$ cat src/rtl/bus_mapper_ws.sv
`default_nettype none
// ============================================================================
// Module   : bus_mapper_ws
// Purpose  : 64 KB window bank mapper with I/O-programmable CPU wait states.
// Revision : 1.0 - initial release
// ============================================================================
module bus_mapper_ws #(
  parameter int         NUM_WIN   = 4,
  parameter logic [3:0] WIN_BASE  = 4'h8,
  parameter int         BANK_BITS = 5,
  parameter logic [9:0] IO_BASE   = 10'h030,
  parameter logic [2:0] WS_RESET  = 3'd1
) (
  input  logic                   clk,
  input  logic                   RESET,
  input  logic                   cpu_clk_en,
  input  logic                   m_io,
  input  logic                   rd_n,
  input  logic                   wr_n,
  input  logic                   inta_n,
  input  logic [19:0]            addr_in,
  input  logic [7:0]             wdata,
  input  logic                   ext_rdy,
  output logic [15+BANK_BITS:0]  phys_addr,
  output logic                   in_window,
  output logic [7:0]             rdata,
  output logic                   rdata_oe,
  output logic                   ready
);

  localparam int WIDX = (NUM_WIN > 1) ? $clog2(NUM_WIN) : 1;
  localparam int PAW  = 16 + BANK_BITS;

  typedef enum logic [1:0] {
    S_IDLE = 2'd0,
    S_WAIT = 2'd1,
    S_DONE = 2'd2
  } state_t;

  logic [BANK_BITS-1:0] bank_q [NUM_WIN];
  logic [2:0]           ws_win_q;
  logic [2:0]           ws_io_q;
  logic                 wr_q;
  logic                 cmd_q;
  state_t               state_q, state_d;
  logic [2:0]           cnt_q, cnt_d;

  logic [4:0]      seg;
  logic [3:0]      win_off;
  logic [WIDX-1:0] win_idx;
  logic            win_hit;
  logic            io_sel;
  logic [3:0]      io_off;
  logic [WIDX-1:0] io_idx;
  logic            io_is_bank;
  logic            io_is_wscfg;
  logic            wr_commit;
  logic            cmd;
  logic            start;
  logic [2:0]      ws_sel;

  // Window decode; 5-bit compare so WIN_BASE+NUM_WIN may reach 16.
  assign seg     = {1'b0, addr_in[19:16]};
  assign win_hit = m_io && (seg >= {1'b0, WIN_BASE})
                        && (seg < ({1'b0, WIN_BASE} + 5'(NUM_WIN)));
  assign win_off = addr_in[19:16] - WIN_BASE;

  generate
    if (NUM_WIN > 1) begin : g_idx_multi
      assign win_idx = win_off[WIDX-1:0];
      assign io_idx  = io_off[WIDX-1:0];
    end else begin : g_idx_single
      assign win_idx = '0;
      assign io_idx  = '0;
    end
  endgenerate

  assign phys_addr = win_hit ? {bank_q[win_idx], addr_in[15:0]} : PAW'(addr_in);
  assign in_window = win_hit;

  assign io_sel      = !m_io && (addr_in[9:4] == IO_BASE[9:4]);
  assign io_off      = addr_in[3:0];
  assign io_is_bank  = ({1'b0, io_off} < 5'(NUM_WIN));
  assign io_is_wscfg = (io_off == 4'd8);

  assign rdata_oe = !rd_n && io_sel;

  always_comb begin
    rdata = '0;
    if (rdata_oe) begin
      if (io_is_wscfg)
        rdata = {1'b0, ws_io_q, 1'b0, ws_win_q};
      else if (io_is_bank)
        rdata = 8'(bank_q[io_idx]);
    end
  end

  // Registers commit on the trailing (rising) edge of the write strobe.
  assign wr_commit = !wr_q && wr_n && io_sel;

  always_ff @(posedge clk) begin
    if (RESET) begin
      for (int i = 0; i < NUM_WIN; i++)
        bank_q[i] <= BANK_BITS'(i);
      ws_win_q <= WS_RESET;
      ws_io_q  <= WS_RESET;
      wr_q     <= 1'b1;
      cmd_q    <= 1'b0;
    end else begin
      wr_q  <= wr_n;
      cmd_q <= cmd;
      if (wr_commit) begin
        if (io_is_wscfg) begin
          ws_win_q <= wdata[2:0];
          ws_io_q  <= wdata[6:4];
        end else if (io_is_bank) begin
          bank_q[io_idx] <= BANK_BITS'(wdata);
        end
      end
    end
  end

  assign cmd   = !rd_n || !wr_n || !inta_n;
  assign start = cmd && !cmd_q;

  always_comb begin
    ws_sel = 3'd0;
    if (!inta_n || !m_io)
      ws_sel = ws_io_q;
    else if (win_hit)
      ws_sel = ws_win_q;
  end

  always_ff @(posedge clk) begin
    if (RESET) begin
      state_q <= S_IDLE;
      cnt_q   <= 3'd0;
    end else begin
      state_q <= state_d;
      cnt_q   <= cnt_d;
    end
  end

  always_comb begin
    state_d = state_q;
    cnt_d   = cnt_q;
    ready   = ext_rdy;
    case (state_q)
      S_IDLE: begin
        if (start) begin
          if (ws_sel != 3'd0) begin
            state_d = S_WAIT;
            cnt_d   = ws_sel;
          end else begin
            state_d = S_DONE;
          end
        end
      end
      S_WAIT: begin
        ready = 1'b0;
        if (!cmd) begin
          state_d = S_IDLE;
        end else if (cnt_q == 3'd0) begin
          state_d = S_DONE;
        end else if (cpu_clk_en) begin
          cnt_d = cnt_q - 3'd1;
          if (cnt_q == 3'd1)
            state_d = S_DONE;
        end
      end
      S_DONE: begin
        if (!cmd)
          state_d = S_IDLE;
      end
      default: state_d = S_IDLE;
    endcase
  end

endmodule
`default_nettype wire

$ cat config.mk
export PLATFORM = sky130hd
export DESIGN_NAME = bus_mapper_ws
export DESIGN_NICKNAME = d
export VERILOG_FILES = /design/src/rtl/bus_mapper_ws.sv
export SDC_FILE = /design/constraint.sdc
export NUM_CORES = 1
export LEC_CHECK = 0
export ABC_AREA = 1
export CAP_MARGIN = 10
export CORE_ASPECT_RATIO = 0.6
export CORE_MARGIN = 8
export CORE_UTILIZATION = 50
export DETAILED_ROUTE_END_ITERATION = 10
export GPL_TIMING_DRIVEN = 0
export PLACE_DENSITY = 0.86
export SYNTH_ARGS = -nofsm -noshare
export SYNTH_HDL_FRONTEND = slang
export SYNTH_SLANG_ARGS = --single-unit
$ cat constraint.sdc
create_clock -name clk -period 3.8 [get_ports clk]
set_input_delay 0.38 -clock clk [delete_from_list [all_inputs] [get_ports clk]]
set_output_delay 0.38 -clock clk [all_outputs]
set_load 0.02 [all_outputs]
* After elaboration in Yosys (flattened, before gate mapping)
Memory sizes are Yosys's and may differ from the RTL's. Cells that the tools add are included.
Word-level totals: flip-flop bits (word level) 13, RAM bits 20, output and inout port bits 32, logic and storage cells 80, memories kept 1
Memories:
- bank_q | words 4, width 5, rd ports 2, clocked after memory_dff 0, write ports 4, RTL line 40 | logic [BANK_BITS-1:0] bank_q [NUM_WIN];
Cells by class: add/subtract/negate cells 2, order comparisons 3, equal/unequal tests 13, mux-type cells 31, reduce and logical (&&, ||, !) cells 24
Operators by type and width (count):
- $mux W21 | 1
- $mux W3 | 7
- $mux W2 | 8
- $mux W7 | 2
- $ne A2 B2 Y1 const B | 6
- $mux W5 | 2
- $mux W1 | 9
- $ne A4 B4 Y1 const B | 2
- $logic_and A1 B1 Y1 | 7
- $eq A6 B2 Y1 const B | 1
- $logic_not A1 Y1 | 6
- $pmux W2 S3 | 1
- $pmux W3 S2 | 1
- $reduce_and A6 Y1 | 1
- $reduce_or A5 Y1 | 1
- $eq A4 B4 Y1 const B | 1
- $ge A4 B4 Y1 const B | 1
- $lt A4 B3 Y1 const B | 1
- $lt A4 B4 Y1 const B | 1
- $reduce_and A4 Y1 | 1
- $eq A3 B1 Y1 const B | 1
- $logic_not A3 Y1 | 1
- $logic_or A1 B1 Y1 | 3
- $reduce_bool A3 Y1 | 1
- other kinds (7) | 7

* Depth between registers and ports, before layout
Gate-level depths: netlist of run 1.
depth after elaboration 9, gate-level depth with buffers 10

* Least setup slack after synthesis of run 1
No wires, ideal clock.
path type input to output, start input addr_in[6], end output rdata[4], arrival time 1.726 ns, data required time 3.420 ns, path slack 1.694 ns, cell stages on the path 5, cells stage by stage nor3_2 -> nand3_1 -> nor2_1 -> nand2_1 -> o21ai_0
Between the ends: word-level cells in the longest chain between the ends 4
RTL lines:
- start, declared | RTL line 21 | input logic [19:0] addr_in,
- $eq A6 B2 Y1 | RTL line 81 | assign io_sel = !m_io && (addr_in[9:4] == IO_BASE[9:4]);
- $logic_and A1 B1 Y1 | RTL line 81
- $logic_and A1 B1 Y1 | RTL line 86 | assign rdata_oe = !rd_n && io_sel;
- net rdata_oe | RTL line 27 | output logic rdata_oe,
- $mux W7 | RTL line 90 | if (rdata_oe) begin
- end, declared | RTL line 26 | output logic [7:0] rdata,
The timed path passes the listed nets, and every way through them passes these cells.

* Final worst setup path of run 1
start input addr_in[0], end output rdata[4]
Between the ends: word-level cells in the longest chain between the ends 4, elaborated cells on any way between the ends 6, classes of those cells order compare (1); eq/ne (1); mux (3); memory (1)
RTL lines:
- $lt A4 B3 Y1 / $mem_v2 Z4 W5 (equally long branches)
- $mux W5 | RTL line 93 | else if (io_is_bank)
- $mux W7 * | RTL line 91 | if (io_is_wscfg)
- $mux W7 * | RTL line 90
Mark *: on every way between the ends. The rest lies on a longest branch, timed or not.

==> report_table.html, run 1 <==
<table>
<tr><th>Metric</th><th>Value</th></tr>
<tr><th colspan="2">Placed design</th></tr>
<tr><td>Routability Congestion</td><td>0.924</td></tr>
<tr><td>Post-placement cell count</td><td>405</td></tr>
<tr><td>Count of input and output buffers</td><td>57</td></tr>
<tr><td>Dpl cell area</td><td>2770 um2</td></tr>
<tr><td>HPWL reported at the end of detailed placement</td><td>5140 um</td></tr>
<tr><th colspan="2">Synthesis</th></tr>
<tr><td>Share of the yosys chip area belonging to registers</td><td>40.4%</td></tr>
<tr><td>Mapped Cells</td><td>288</td></tr>
<tr><td>EDFF count, synth</td><td>20</td></tr>
<tr><td>Nets in the synthesized netlist</td><td>327</td></tr>
<tr><td>Post-synth top area share</td><td>28.2%</td></tr>
<tr><td>Avg Inst Size Synth</td><td>7.39 um2</td></tr>
<tr><td>Combined area of all synthesized cells</td><td>2130 um2</td></tr>
<tr><td>#FFs+latches synth</td><td>33</td></tr>
<tr><td>Most used DFF post-synth</td><td>edfxtp_1</td></tr>
<tr><td>Biggest area consumer among synthesized cells</td><td>edfxtp_1</td></tr>
<tr><td>Post-synthesis cell type count</td><td>33</td></tr>
<tr><td>Largest cells by area after synthesis</td><td>edfxtp_1 28%, dfxtp_1 12%, nand2_1 8.8%</td></tr>
<tr><td>Share of flip-flops with an asynchronous set or reset</td><td>0%</td></tr>
<tr><td>Number of warnings issued by yosys</td><td>0</td></tr>
<tr><th colspan="2">Critical path</th></tr>
<tr><td>Count of buffer and inverter cells on the critical path</td><td>4</td></tr>
<tr><td>Maximum fanout along the worst path</td><td>9</td></tr>
<tr><td>Category of the most critical setup path</td><td>input port to output port</td></tr>
<tr><td>Dominant delay contributor by cell family on the critical path</td><td>buffers and inverters</td></tr>
<tr><td>Delay contributed by the slowest stage of the critical path</td><td>0.65 ns</td></tr>
<tr><td>Kind of launch point of the worst setup path</td><td>input port</td></tr>
<tr><td>Cell with the largest stage delay on the worst path</td><td>clkdlybuf4s50_1</td></tr>
<tr><td>Worst r2r src</td><td>wr_q</td></tr>
<tr><td>Chain of cells forming the critical path</td><td>clkdlybuf4s50_1 &gt; inv_2 &gt; nand2_1 &gt; inv_1 &gt; nand2_1 &gt; o21ai_0 &gt; a21oi_1 &gt; o21ai_0 &gt; clkdlybuf4s50_1</td></tr>
<tr><td>Arrival time of the worst setup path</td><td>2.56 ns</td></tr>
<tr><td>Crit. End Element</td><td>output port</td></tr>
<tr><td>Worst EP required</td><td>3.42 ns</td></tr>
<tr><td>Crit path from</td><td>addr_in[0]</td></tr>
<tr><th colspan="2">Drt</th></tr>
<tr><td>Final routed wire length divided by cell count</td><td>15.5 um</td></tr>
<tr><td>Iteration-0 DRC Markers</td><td>186</td></tr>
<tr><td>Drt drc</td><td>0</td></tr>
<tr><td>First-pass iteration count of the detailed router</td><td>5</td></tr>
<tr><td>Via count</td><td>2,175</td></tr>
<tr><td>Routed Antenna Nets</td><td>0</td></tr>
<tr><td>Wire length reported by the detailed router</td><td>6400 um</td></tr>
<tr><td>DR vias/cell</td><td>5.27</td></tr>
<tr><th colspan="2">Die</th></tr>
<tr><td>Chip Width</td><td>100 um</td></tr>
<tr><td>Area of the placeable core</td><td>4100 um2</td></tr>
<tr><td>I/O pin total</td><td>68</td></tr>
<tr><td>Std-Cell Rows</td><td>18</td></tr>
<tr><td>Effective utilization at floorplan</td><td>51.9%</td></tr>
<tr><td>Die Outline Area</td><td>6670 um2</td></tr>
<tr><td>Height of the die</td><td>66.5 um</td></tr>
<tr><th colspan="2">Layout</th></tr>
<tr><td># fillers</td><td>348</td></tr>
<tr><td>Final antenna diode count</td><td>0</td></tr>
<tr><td>Final design area excluding fillers</td><td>2880 um2</td></tr>
<tr><td>Net count reported at finish</td><td>391</td></tr>
<tr><td>Fraction of layout instances using a drive strength above 1</td><td>10.2%</td></tr>
<tr><td>Sequential cell area</td><td>861 um2</td></tr>
<tr><td>Area used by multi-input combinational logic</td><td>916 um2</td></tr>
<tr><td>Area growth from synthesis to final layout</td><td>35.3%</td></tr>
<tr><td>Final non-filler cell total</td><td>413</td></tr>
<tr><th colspan="2">Timing</th></tr>
<tr><td>Final Max Slew Viols</td><td>0</td></tr>
<tr><td>Setup Viol. Count Final</td><td>0</td></tr>
<tr><td>Sum of negative setup slack</td><td>0 ns</td></tr>
<tr><td>Measured slew at the worst slew-check pin</td><td>0.783 ns</td></tr>
<tr><td>Worst hold slack after final layout</td><td>0.490 ns</td></tr>
<tr><td>Highest Clock Rate</td><td>341 MHz</td></tr>
<tr><td>Unrepaired setup endpoints after global routing</td><td>false</td></tr>
<tr><td>Final setup skew</td><td>0.00523 ns</td></tr>
<tr><td>Hold violation total from the final report</td><td>0</td></tr>
<tr><td>Tcrit/Tclk final</td><td>77.3%</td></tr>
<tr><td>Min Clock Period, post-route</td><td>2.94 ns</td></tr>
<tr><td>Normalized max-slew margin</td><td>47.2%</td></tr>
<tr><th colspan="2">Clocking</th></tr>
<tr><td>CTS tree</td><td>done</td></tr>
<tr><td>Cts-stage hold buffer count</td><td>0</td></tr>
<tr><td>Post-CTS sizing</td><td>0</td></tr>
<tr><td>Largest buffer count on any clock path</td><td>2</td></tr>
<tr><td>Worst-Skew Late Latency</td><td>0.29 ns</td></tr>
<tr><td>Root buffer cell</td><td>clkbuf_8</td></tr>
<tr><td>Clock buffer count from CTS</td><td>5</td></tr>
<tr><td>H-tree depth</td><td>2</td></tr>
<tr><td>Post-CTS repair timing setup buffer count</td><td>0</td></tr>
<tr><td>Clock Sinks</td><td>33</td></tr>
<tr><td>Clock-pin slew reported for the worst setup and hold paths after clock tree synthesis</td><td>0.06 ns</td></tr>
<tr><th colspan="2">Pwr</th></tr>
<tr><td>Cell leakage power</td><td>1.24 nW</td></tr>
<tr><td>Worst IR drop on VDD</td><td>0.328 mV</td></tr>
<tr><td>Power after layout</td><td>0.00111 W</td></tr>
<tr><td>Pwr Density</td><td>386 nW/um2</td></tr>
<tr><th colspan="2">Global route</th></tr>
<tr><td>Congestion Overflow GR</td><td>0</td></tr>
<tr><td>Number of global-route vias before repair</td><td>2,013</td></tr>
<tr><td>Largest net degree at the start of global routing</td><td>11</td></tr>
<tr><td>Number of antenna violations at the first check in global routing</td><td>0</td></tr>
<tr><td>Global Route Usage Sum</td><td>19.2%</td></tr>
<tr><td>Global-route wire length before repair</td><td>9930 um</td></tr>
<tr><th colspan="2">Job</th></tr>
<tr><td>Maxcap violations</td><td>0</td></tr>
<tr><th colspan="2">Outcome</th></tr>
<tr><td>Outcome</td><td>complete, no violations</td></tr>
<tr><th colspan="2">Hold path</th></tr>
<tr><td>Hold/Removal Path Class</td><td>flop to flop</td></tr>
<tr><td>Hold path start</td><td>cnt_q[1]</td></tr>
</table>
[where the power goes]
part / switching [W] / internal (W)
Sequential: 0.0000249 / 0.000412
Combinational: 0.000199 / 0.000158
Clock: 0.000125 / 0.000193
Total: 0.000349 / 0.000763
[cells by family after synthesis]
group	Yosys count	share of synthesized area [%]
adder cells (fa/ha/maj)	3	1.76
XOR/XNOR	1	0.412
flip-flops	33	40.4
buffers and inverters	67	16.5
AND/OR/NAND/NOR	128	26.6
AO/OA/AOI/OAI	55	14.1
other	1	0.176
[layout by cell type, fill, tap and decap left out, drive strengths merged]
cell / Yosys / final
a211oi: 1 / 1
a21boi: 1 / 1
a21o: 1 / 1
a21oi: 18 / 18
a31oi: 1 / 1
and3: 1 / 1
buf: 21 / 21
bufinv: 0 / 1
clkbuf: 3 / 9
clkdlybuf4s50: 0 / 57
clkinv: 2 / 3
conb: 1 / 1
dfxtp: 13 / 13
edfxtp: 20 / 20
ha: 3 / 3
inv: 41 / 41
nand2: 51 / 51
nand3: 18 / 18
nand4: 1 / 1
nor2: 42 / 42
nor3: 14 / 14
nor3b: 1 / 1
o211ai: 3 / 3
o21ai: 26 / 26
o22ai: 3 / 3
o31ai: 1 / 1
xnor2: 1 / 1
[worst reg2reg max path: stages (launching register included)]
cell and delay (ns):
dfxtp_1 0.30, nor2_1 0.23, nand3_1 0.23, o21ai_0 0.68
[area by class of cell]
type | instances | area share, %
multi-input combinational | 188 | 31.8
sequential | 33 | 29.9
timing repair buffer | 57 | 19.8
buffer | 24 | 6.17
inverter | 43 | 6.04
tap | 60 | 2.61
clock buffer | 6 | 2.52
clock inverter | 2 | 1.17
[registers in the layout (all words and copies together), names as in the netlist]
signal	cells
bank_q	20
cnt_q	3
ws_io_q	3
ws_win_q	3
state_q	2
cmd_q	1
wr_q	1
[Yosys cell counts (3+ instances only)]
| cell | instances |
|---|---|
| buf_6 | 3 |
| o21ai_0 | 26 |
| inv_1 | 40 |
| nor3_1 | 13 |
| o211ai_1 | 3 |
| nand3_1 | 17 |
| o22ai_1 | 3 |
| nor2_1 | 41 |
| ha_1 | 3 |
| buf_4 | 17 |
| a21oi_1 | 18 |
| edfxtp_1 | 20 |
| clkbuf_1 | 3 |
| nand2_1 | 50 |
| dfxtp_1 | 13 |
[routing by layer]
metal / vias to the layer above / wire, um / global-route usage (%)
li1: 1057 / - / -
met1: 964 / 2970 / 26.3
met2: 149 / 2510 / 27.9
met3: 5 / 866 / 5.93
met4: 0 / 56 / 6.92
met5: - / 0 / 0
[metrics by stage]
step	utilization, %	setup slack, ns
3_5_place_dp	67.7	0.902
2_1_floorplan	-	1.69
4_1_cts	70.3	0.902
3_3_place_gp	67.7	0.906
6_report	70.3	0.864
5_1_grt	70.3	0.762
[path summary, 6_finish.rpt]
kind,slack [ns],depth (start not counted),to
setup / recovery,0.86,9,rdata[4]
hold / removal,0.49,2,cnt_q[1]
setup reg to reg,1.98,3,bank_q[1][3]
hold reg to reg,0.49,2,cnt_q[1]
(Power assumes the default switching activity.)
==> inputs of run 2 (changes only) <==
--- a/config.mk
+++ b/config.mk
@@ -9,10 +9,10 @@
 export CAP_MARGIN = 10
 export CORE_ASPECT_RATIO = 0.6
 export CORE_MARGIN = 8
-export CORE_UTILIZATION = 50
+export CORE_UTILIZATION = 47
 export DETAILED_ROUTE_END_ITERATION = 10
 export GPL_TIMING_DRIVEN = 0
-export PLACE_DENSITY = 0.86
+export PLACE_DENSITY = 0.81
 export SYNTH_ARGS = -nofsm -noshare
 export SYNTH_HDL_FRONTEND = slang
 export SYNTH_SLANG_ARGS = --single-unit
==> constraint.sdc (replaced) <==
create_clock -name clk -period 2.8 [get_ports clk]
set_input_delay 0.28 -clock clk [delete_from_list [all_inputs] [get_ports clk]]
set_output_delay 0.28 -clock clk [all_outputs]
set_load 0.02 [all_outputs]
==> run 2 against run 1 <==
Non-clock buffer count stayed put. Register-to-register slack worse by 0.97 ns. Critical path depth is 2 lower. Utilization is 5.5 points lower. Final area is 0.48% higher. Cell count is 0.73% higher. Worst hold slack worse by 0.094 ns. Count of clock-buffer cells in the layout is 1 lower. Power is 37% higher. Sequential power is 35% higher. Die area is 5.1% higher. Critical endpoint is now rdata[0].
==> report_table.html, run 2 (synthesis results as in run 1) <==
<table>
<tr><th>Metric</th><th>Value</th></tr>
<tr><th colspan="2">Outcome</th></tr>
<tr><td>Outcome</td><td>complete, no violations</td></tr>
<tr><th colspan="2">Die</th></tr>
<tr><td>Std-Cell Rows</td><td>19 (+1)</td></tr>
<tr><td>Chip Width</td><td>103 um (+2.6%)</td></tr>
<tr><td>Height of the die</td><td>68.1 um (+2.4%)</td></tr>
<tr><td>Effective utilization at floorplan</td><td>47.6% (-4.3 points)</td></tr>
<tr><td>Die Outline Area</td><td>7010 um2 (+5.1%)</td></tr>
<tr><td>I/O pin total</td><td>68 (unchanged)</td></tr>
<tr><td>Area of the placeable core</td><td>4470 um2 (+9.0%)</td></tr>
<tr><th colspan="2">Drt</th></tr>
<tr><td>Uppermost metal layer occupied by signal nets</td><td>met4</td></tr>
<tr><td>First-pass iteration count of the detailed router</td><td>4 (-1)</td></tr>
<tr><td>Routed Antenna Nets</td><td>0 (unchanged)</td></tr>
<tr><td>DR vias/cell</td><td>5.04 (-4.2%)</td></tr>
<tr><td>Via count</td><td>2,098 (-3.5%)</td></tr>
<tr><td>Drt drc</td><td>0 (unchanged)</td></tr>
<tr><td>Final routed wire length divided by cell count</td><td>15.2 um (-1.9%)</td></tr>
<tr><td>Routed metal-1 wirelength</td><td>2990 um (+0.61%)</td></tr>
<tr><td>Wire length reported by the detailed router</td><td>6330 um (-1.2%)</td></tr>
<tr><td>Iteration-0 DRC Markers</td><td>159 (-15%)</td></tr>
<tr><td>Total length of routed met3 wires</td><td>947 um (+9.4%)</td></tr>
<tr><td>DR WL met2</td><td>2320 um (-7.6%)</td></tr>
<tr><th colspan="2">Layout</th></tr>
<tr><td>Largest register FFs</td><td>20 (unchanged)</td></tr>
<tr><td># fillers</td><td>400 (+15%)</td></tr>
<tr><td>Register bank with the most flops</td><td>bank_q</td></tr>
<tr><td>Net count reported at finish</td><td>391 (unchanged)</td></tr>
<tr><td>Final non-filler cell total</td><td>416 (+0.73%)</td></tr>
<tr><td>Most common cell after layout, fill and taps aside</td><td>clkdlybuf4s50_1</td></tr>
<tr><td>Commonest cells after routing, fill and taps aside</td><td>55 x clkdlybuf4s50_1, 50 x nand2_1, 41 x nor2_1</td></tr>
<tr><td>Sequential cell area</td><td>861 um2 (unchanged)</td></tr>
<tr><td>Final antenna diode count</td><td>0 (unchanged)</td></tr>
<tr><td>Fraction of layout instances using a drive strength above 1</td><td>10.8% (+0.57 points)</td></tr>
<tr><td>Area used by multi-input combinational logic</td><td>916 um2 (unchanged)</td></tr>
<tr><td>Area growth from synthesis to final layout</td><td>36.0%</td></tr>
<tr><td>Final Util</td><td>64.8% (-5.5 points)</td></tr>
<tr><th colspan="2">Timing</th></tr>
<tr><td>Normalized max-slew margin</td><td>53.2% (+6.0 points)</td></tr>
<tr><td>Final setup skew</td><td>0.00720 ns (+0.00198 ns)</td></tr>
<tr><td>Hold violation total from the final report</td><td>0 (unchanged)</td></tr>
<tr><td>Min Clock Period, post-route</td><td>2.72 ns</td></tr>
<tr><td>Measured slew at the worst slew-check pin</td><td>0.694 ns (-0.0887 ns)</td></tr>
<tr><td>Final Max Slew Viols</td><td>0 (unchanged)</td></tr>
<tr><td>Worst setup margin</td><td>0.0775 ns (-0.787 ns)</td></tr>
<tr><td>Setup Viol. Count Final</td><td>0 (unchanged)</td></tr>
<tr><td>Unrepaired setup endpoints after global routing</td><td>false</td></tr>
<tr><td>Worst hold slack after final layout</td><td>0.396 ns (-0.0940 ns)</td></tr>
<tr><td>Highest Clock Rate</td><td>367 MHz</td></tr>
<tr><td>Sum of negative setup slack</td><td>0 ns (unchanged)</td></tr>
<tr><td>Tcrit/Tclk final</td><td>97.2%</td></tr>
<tr><th colspan="2">Clocking</th></tr>
<tr><td>Clock Sinks</td><td>33 (unchanged)</td></tr>
<tr><td>Cts-stage hold buffer count</td><td>0 (unchanged)</td></tr>
<tr><td>Largest buffer count on any clock path</td><td>2 (unchanged)</td></tr>
<tr><td>Post-CTS repair timing setup buffer count</td><td>0 (unchanged)</td></tr>
<tr><td>Worst-Skew Late Latency</td><td>0.29 ns (about the same)</td></tr>
<tr><td>Clock buffer count from CTS</td><td>5 (unchanged)</td></tr>
<tr><td>Root buffer cell</td><td>clkbuf_8</td></tr>
<tr><td>Post-CTS sizing</td><td>0 (unchanged)</td></tr>
<tr><td>CTS tree</td><td>done</td></tr>
<tr><td>H-tree depth</td><td>2 (unchanged)</td></tr>
<tr><td>Clock-pin slew reported for the worst setup and hold paths after clock tree synthesis</td><td>0.08 ns (+0.02 ns)</td></tr>
<tr><th colspan="2">Critical path</th></tr>
<tr><td>Reg2reg setup slack</td><td>1.01 ns (-0.97 ns)</td></tr>
<tr><td>Chain of cells forming the critical path</td><td>clkdlybuf4s50_1 &gt; inv_2 &gt; nand2_4 &gt; nor3b_4 &gt; nand2_1 &gt; o22ai_1 &gt; clkdlybuf4s50_1</td></tr>
<tr><td>Cell with the largest stage delay on the worst path</td><td>clkdlybuf4s50_1</td></tr>
<tr><td>R2R cell count</td><td>3 (unchanged)</td></tr>
<tr><td>Maximum fanout along the worst path</td><td>7 (-2)</td></tr>
<tr><td>Delay contributed by the slowest stage of the critical path</td><td>0.66 ns (about the same)</td></tr>
<tr><td>Arrival time of the worst setup path</td><td>2.44 ns (-0.12 ns)</td></tr>
<tr><td>Category of the most critical setup path</td><td>input port to output port</td></tr>
<tr><td>Dominant delay contributor by cell family on the critical path</td><td>buffers and inverters</td></tr>
<tr><td>Most used cell along the critical path</td><td>clkdlybuf4s50_1</td></tr>
<tr><td>Crit path from</td><td>addr_in[0]</td></tr>
<tr><td>Number of cells on the critical path</td><td>7 (-2)</td></tr>
<tr><td>Worst EP required</td><td>2.52 ns (-0.90 ns)</td></tr>
<tr><td>Crit. End Element</td><td>output port</td></tr>
<tr><td>Destination of the critical timing path</td><td>rdata[0]</td></tr>
<tr><td>Reg-to-Reg End</td><td>bank_q[1][2]</td></tr>
<tr><td>Count of buffer and inverter cells on the critical path</td><td>3 (-1)</td></tr>
<tr><td>Kind of launch point of the worst setup path</td><td>input port</td></tr>
<tr><td>Worst r2r src</td><td>wr_q</td></tr>
<tr><th colspan="2">Global route</th></tr>
<tr><td>Global-route wire length before repair</td><td>9520 um (-4.1%)</td></tr>
<tr><td>Number of global-route vias before repair</td><td>1,912 (-5.0%)</td></tr>
<tr><td>Congestion Overflow GR</td><td>0 (unchanged)</td></tr>
<tr><td>Largest net degree at the start of global routing</td><td>12 (+1)</td></tr>
<tr><td>Global Route Usage Sum</td><td>18.0% (-1.2 points)</td></tr>
<tr><td>Number of antenna violations at the first check in global routing</td><td>0 (unchanged)</td></tr>
<tr><th colspan="2">Placed design</th></tr>
<tr><td>Worst-case setup slack after placement</td><td>0.0758 ns (-0.826 ns)</td></tr>
<tr><td>Routability Congestion</td><td>0.903 (-2.2%)</td></tr>
<tr><td>Post-placement cell count</td><td>408 (+0.74%)</td></tr>
<tr><td>Count of input and output buffers</td><td>57 (unchanged)</td></tr>
<tr><td>HPWL reported at the end of detailed placement</td><td>5020 um (-2.3%)</td></tr>
<tr><th colspan="2">Pwr</th></tr>
<tr><td>Worst IR drop on VDD</td><td>0.338 mV (+3.2%)</td></tr>
<tr><td>Pwr Density</td><td>527 nW/um2 (+37%)</td></tr>
<tr><td>Cell leakage power</td><td>1.28 nW (+3.2%)</td></tr>
<tr><th colspan="2">Job</th></tr>
<tr><td>Maxcap violations</td><td>0 (unchanged)</td></tr>
<tr><th colspan="2">Hold path</th></tr>
<tr><td>Hold/Removal Path Class</td><td>input port to flop</td></tr>
</table>
==> run 2: area by class of cell <==
cell class	count	area share (%)
Tap cell	63	2.72
Sequential cell	33	29.7
Inverter	43	6.01
Multi-Input combinational cell	188	31.6
Clock buffer	5	2.38
Clock inverter	3	1.43
Buffer	24	6.18
Timing Repair Buffer	57	19.9
==> run 2: worst reg2reg max path, stage by stage, from the launching register on <==
cell and delay, ns:
dfxtp_1 0.30, nor2_1 0.22, nand3_1 0.26, o21ai_0 0.63
==> run 2: worst min path at each step <==
| stage | startpoint | end | slack [ns] | cells past startpoint |
|---|---|---|---|---|
| 3_3_place_gp | cnt_q[1] | cnt_q[1] | 0.47 | 2 |
| 2_1_floorplan | RESET | state_q[0] | 0.35 | 1 |
| 6_report | addr_in[1] | bank_q[1][0] | 0.40 | 3 |
| 5_1_grt | addr_in[1] | bank_q[1][0] | 0.41 | 3 |
| 3_5_place_dp | ws_win_q[0] | ws_win_q[0] | 0.47 | 2 |
| 4_1_cts | addr_in[1] | bank_q[1][0] | 0.40 | 3 |
==> run 2: power breakdown <==
part | internal (W) | switching, W | leakage, nW
Sequential | 0.000559 | 0.0000331 | 0.312
Combinational | 0.000214 | 0.000276 | 0.919
Clock | 0.000262 | 0.000181 | 0.0518
==> run 2: layer usage <==
layer / GRT usage, % / vias to the layer above
li1: - / 1051
met1: 26.4 / 910
met2: 25.0 / 131
met3: 4.57 / 6
met4: 5.37 / 0
met5: 0 / -
==> run 2: stage by stage <==
stage / instance area (um2) / total power, W
after detailed placement: 2780 / 0.00109
final: 2890 / 0.00153
after global placement: 2780 / 0.00107
after global routing: 2890 / 0.00161
after CTS: 2890 / 0.00152
after floorplan: 2130 / 0.000932
==> inputs of run 3 (changes only) <==
--- a/config.mk
+++ b/config.mk
@@ -13,6 +13,7 @@
 export DETAILED_ROUTE_END_ITERATION = 10
 export GPL_TIMING_DRIVEN = 0
 export PLACE_DENSITY = 0.81
+export REMOVE_ABC_BUFFERS = 1
 export SYNTH_ARGS = -nofsm -noshare
 export SYNTH_HDL_FRONTEND = slang
 export SYNTH_SLANG_ARGS = --single-unit
==> run 3 against run 2 <==
Global-route usage fell by 0.73 points. First-iteration DRC count rose by 19%. Die area did not move. Critical path depth fell by 1. Sequential share of layout area rose by 2.3 points. Clock skew fell by 0.0010 ns. Critical path type unchanged. Highest routed layer unchanged.
==> report_table.html, run 3 (synthesis results as in run 1) <==
<table>
<tr><th>Metric</th><th>Value</th></tr>
<tr><th colspan="2">Timing</th></tr>
<tr><td>Setup Viol. Count Final</td><td>0 (unchanged)</td></tr>
<tr><td>Unrepaired setup endpoints after global routing</td><td>false</td></tr>
<tr><td>Final setup skew</td><td>0.00618 ns (-0.00102 ns)</td></tr>
<tr><td>Normalized max-slew margin</td><td>39.9% (-13 points)</td></tr>
<tr><td>Measured slew at the worst slew-check pin</td><td>0.892 ns (+0.197 ns)</td></tr>
<tr><td>Final Max Slew Viols</td><td>0 (unchanged)</td></tr>
<tr><td>Min Clock Period, post-route</td><td>2.66 ns (-0.0606 ns)</td></tr>
<tr><td>Highest Clock Rate</td><td>376 MHz (+2.3%)</td></tr>
<tr><td>Tcrit/Tclk final</td><td>95.1% (-2.2 points)</td></tr>
<tr><td>Worst setup margin</td><td>0.138 ns (+0.0606 ns)</td></tr>
<tr><td>Sum of negative setup slack</td><td>0 ns (unchanged)</td></tr>
<tr><td>Hold violation total from the final report</td><td>0 (unchanged)</td></tr>
<tr><th colspan="2">Global route</th></tr>
<tr><td>Global-route wire length before repair</td><td>9030 um (-5.1%)</td></tr>
<tr><td>Number of antenna violations at the first check in global routing</td><td>0 (unchanged)</td></tr>
<tr><td>Global Route Usage Sum</td><td>17.2% (-0.73 points)</td></tr>
<tr><td>Congestion Overflow GR</td><td>0 (unchanged)</td></tr>
<tr><td>Largest net degree at the start of global routing</td><td>18 (+6)</td></tr>
<tr><td>Number of global-route vias before repair</td><td>1,831 (-4.2%)</td></tr>
<tr><th colspan="2">Placed design</th></tr>
<tr><td>Count of input and output buffers</td><td>53 (-7.0%)</td></tr>
<tr><td>Worst-case setup slack after placement</td><td>-0.117 ns (-0.193 ns)</td></tr>
<tr><td>Routability Congestion</td><td>0.996 (+10%)</td></tr>
<tr><td>HPWL reported at the end of detailed placement</td><td>4740 um (-5.6%)</td></tr>
<tr><th colspan="2">Die</th></tr>
<tr><td>Chip Width</td><td>103 um (unchanged)</td></tr>
<tr><td>I/O pin total</td><td>68 (unchanged)</td></tr>
<tr><td>Effective utilization at floorplan</td><td>47.6% (unchanged)</td></tr>
<tr><td>Area of the placeable core</td><td>4470 um2 (unchanged)</td></tr>
<tr><td>Height of the die</td><td>68.1 um (unchanged)</td></tr>
<tr><td>Die Outline Area</td><td>7010 um2 (unchanged)</td></tr>
<tr><td>Std-Cell Rows</td><td>19 (unchanged)</td></tr>
<tr><th colspan="2">Clocking</th></tr>
<tr><td>Clock buffer count from CTS</td><td>5 (unchanged)</td></tr>
<tr><td>Clock Sinks</td><td>33 (unchanged)</td></tr>
<tr><td>Clock-pin slew reported for the worst setup and hold paths after clock tree synthesis</td><td>0.07 ns (about the same)</td></tr>
<tr><td>Largest buffer count on any clock path</td><td>2 (unchanged)</td></tr>
<tr><td>CTS tree</td><td>done</td></tr>
<tr><td>Cts-stage hold buffer count</td><td>0 (unchanged)</td></tr>
<tr><td>Worst-Skew Late Latency</td><td>0.29 ns (about the same)</td></tr>
<tr><td>Root buffer cell</td><td>clkbuf_8</td></tr>
<tr><td>H-tree depth</td><td>2 (unchanged)</td></tr>
<tr><th colspan="2">Layout</th></tr>
<tr><td>Area used by multi-input combinational logic</td><td>918 um2 (+0.27%)</td></tr>
<tr><td>Most common cell after layout, fill and taps aside</td><td>nand2_1</td></tr>
<tr><td>Fraction of layout instances using a drive strength above 1</td><td>5.54% (-5.2 points)</td></tr>
<tr><td>Final antenna diode count</td><td>0 (unchanged)</td></tr>
<tr><td># fillers</td><td>432 (+8.0%)</td></tr>
<tr><td>Register bank with the most flops</td><td>bank_q</td></tr>
<tr><td>Largest register FFs</td><td>20 (unchanged)</td></tr>
<tr><td>Area growth from synthesis to final layout</td><td>26.2%</td></tr>
<tr><td>Sequential cell area</td><td>861 um2 (unchanged)</td></tr>
<tr><td>Commonest cells after routing, fill and taps aside</td><td>50 x nand2_1, 49 x clkdlybuf4s50_1, 40 x inv_1, 40 x nor2_1, 26 x o21ai_0</td></tr>
<tr><td>Net count reported at finish</td><td>363 (-7.2%)</td></tr>
<tr><th colspan="2">Critical path</th></tr>
<tr><td>Delay contributed by the slowest stage of the critical path</td><td>0.65 ns (about the same)</td></tr>
<tr><td>Kind of launch point of the worst setup path</td><td>input port</td></tr>
<tr><td>Maximum fanout along the worst path</td><td>14 (+7)</td></tr>
<tr><td>Arrival time of the worst setup path</td><td>2.38 ns (-0.06 ns)</td></tr>
<tr><td>Crit. End Element</td><td>output port</td></tr>
<tr><td>Most used cell along the critical path</td><td>clkdlybuf4s50_1</td></tr>
<tr><td>Cell with the largest stage delay on the worst path</td><td>clkdlybuf4s50_1</td></tr>
<tr><td>Chain of cells forming the critical path</td><td>clkdlybuf4s50_1 &gt; inv_1 &gt; nor2_1 &gt; o21ai_0 &gt; a21o_2 &gt; clkdlybuf4s50_1</td></tr>
<tr><td>Worst EP required</td><td>2.52 ns (about the same)</td></tr>
<tr><td>Category of the most critical setup path</td><td>input port to output port</td></tr>
<tr><th colspan="2">Drt</th></tr>
<tr><td>Iteration-0 DRC Markers</td><td>189 (+19%)</td></tr>
<tr><td>Routed Antenna Nets</td><td>0 (unchanged)</td></tr>
<tr><td>Via count</td><td>1,994 (-5.0%)</td></tr>
<tr><td>Drt drc</td><td>0 (unchanged)</td></tr>
<tr><td>DR vias/cell</td><td>5.14 (+1.9%)</td></tr>
<tr><td>Final routed wire length divided by cell count</td><td>15.5 um (+1.8%)</td></tr>
<tr><td>First-pass iteration count of the detailed router</td><td>7 (+3)</td></tr>
<tr><td>Wire length reported by the detailed router</td><td>6010 um (-5.0%)</td></tr>
<tr><th colspan="2">Hold path</th></tr>
<tr><td>Hold/Removal Path Class</td><td>flop to flop</td></tr>
<tr><th colspan="2">Job</th></tr>
<tr><td>Maxcap violations</td><td>0 (unchanged)</td></tr>
<tr><th colspan="2">Pwr</th></tr>
<tr><td>Pwr Density</td><td>559 nW/um2 (+6.1%)</td></tr>
<tr><td>Worst IR drop on VDD</td><td>0.293 mV (-13%)</td></tr>
<tr><td>Cell leakage power</td><td>1.16 nW (-9.8%)</td></tr>
<tr><th colspan="2">Outcome</th></tr>
<tr><td>Outcome</td><td>complete, no violations</td></tr>
</table>
run 3: timing repair:
item	in CTS	in global routing
setup endpoints to repair	2	6
gates resized for setup	3	4
pin swaps	0	0
setup buffers	0	0
run 3: per-stage QoR:
stage	power [W]	area (um2)	utilization [%]	hold WS [ns]	instances
CTS	0.00150	2680	59.9	0.501	388
global placement	0.00104	2560	57.3	0.461	380
detailed placement	0.00105	2560	57.3	0.484	380
floorplan	0.000890	1950	-	0.349	264
global route	0.00158	2690	60.1	0.532	388
finish	0.00150	2690	60.1	0.491	388
run 3: area by class of cell:
type	instances	share of cell area, %
well taps	63	2.94
multi-input cells	188	34.2
clock buffers	5	2.56
repair buffers	53	19.9
flip-flops and latches	33	32.1
clock inverters	3	1.72
inverters	43	6.66
run 3: final timing paths:
kind / startpoint / end / slack (ns) / cells after the start
max reg2reg: wr_q / bank_q[3][2] / 0.83 / 3
min reg2reg: cnt_q[1] / cnt_q[1] / 0.49 / 2
min: cnt_q[1] / cnt_q[1] / 0.49 / 2
max: addr_in[16] / phys_addr[18] / 0.14 / 6
run 3: critical path, delay by kind of cell:
family | cells | cell delay, ns
buffers and inverters | 3 | 1.53
and+or+nand+nor | 1 | 0.06
AOI/OAI and AO/OA | 2 | 0.52
run 3: power by group:
part,internal [W],total (W),switching [W]
Sequential,0.000559,0.000591,0.0000323
Clock,0.000266,0.000457,0.000191
Combinational,0.000191,0.000453,0.000262
run 3: layer usage:
layer / up-vias / global-route usage (%) / part of all wire, %
met5: - / 0 / 0
met1: 871 / 22.7 / 44
met3: 9 / 7.51 / 14
li1: 993 / - / -
met2: 121 / 24.3 / 40
met4: 0 / 6.80 / 1.4
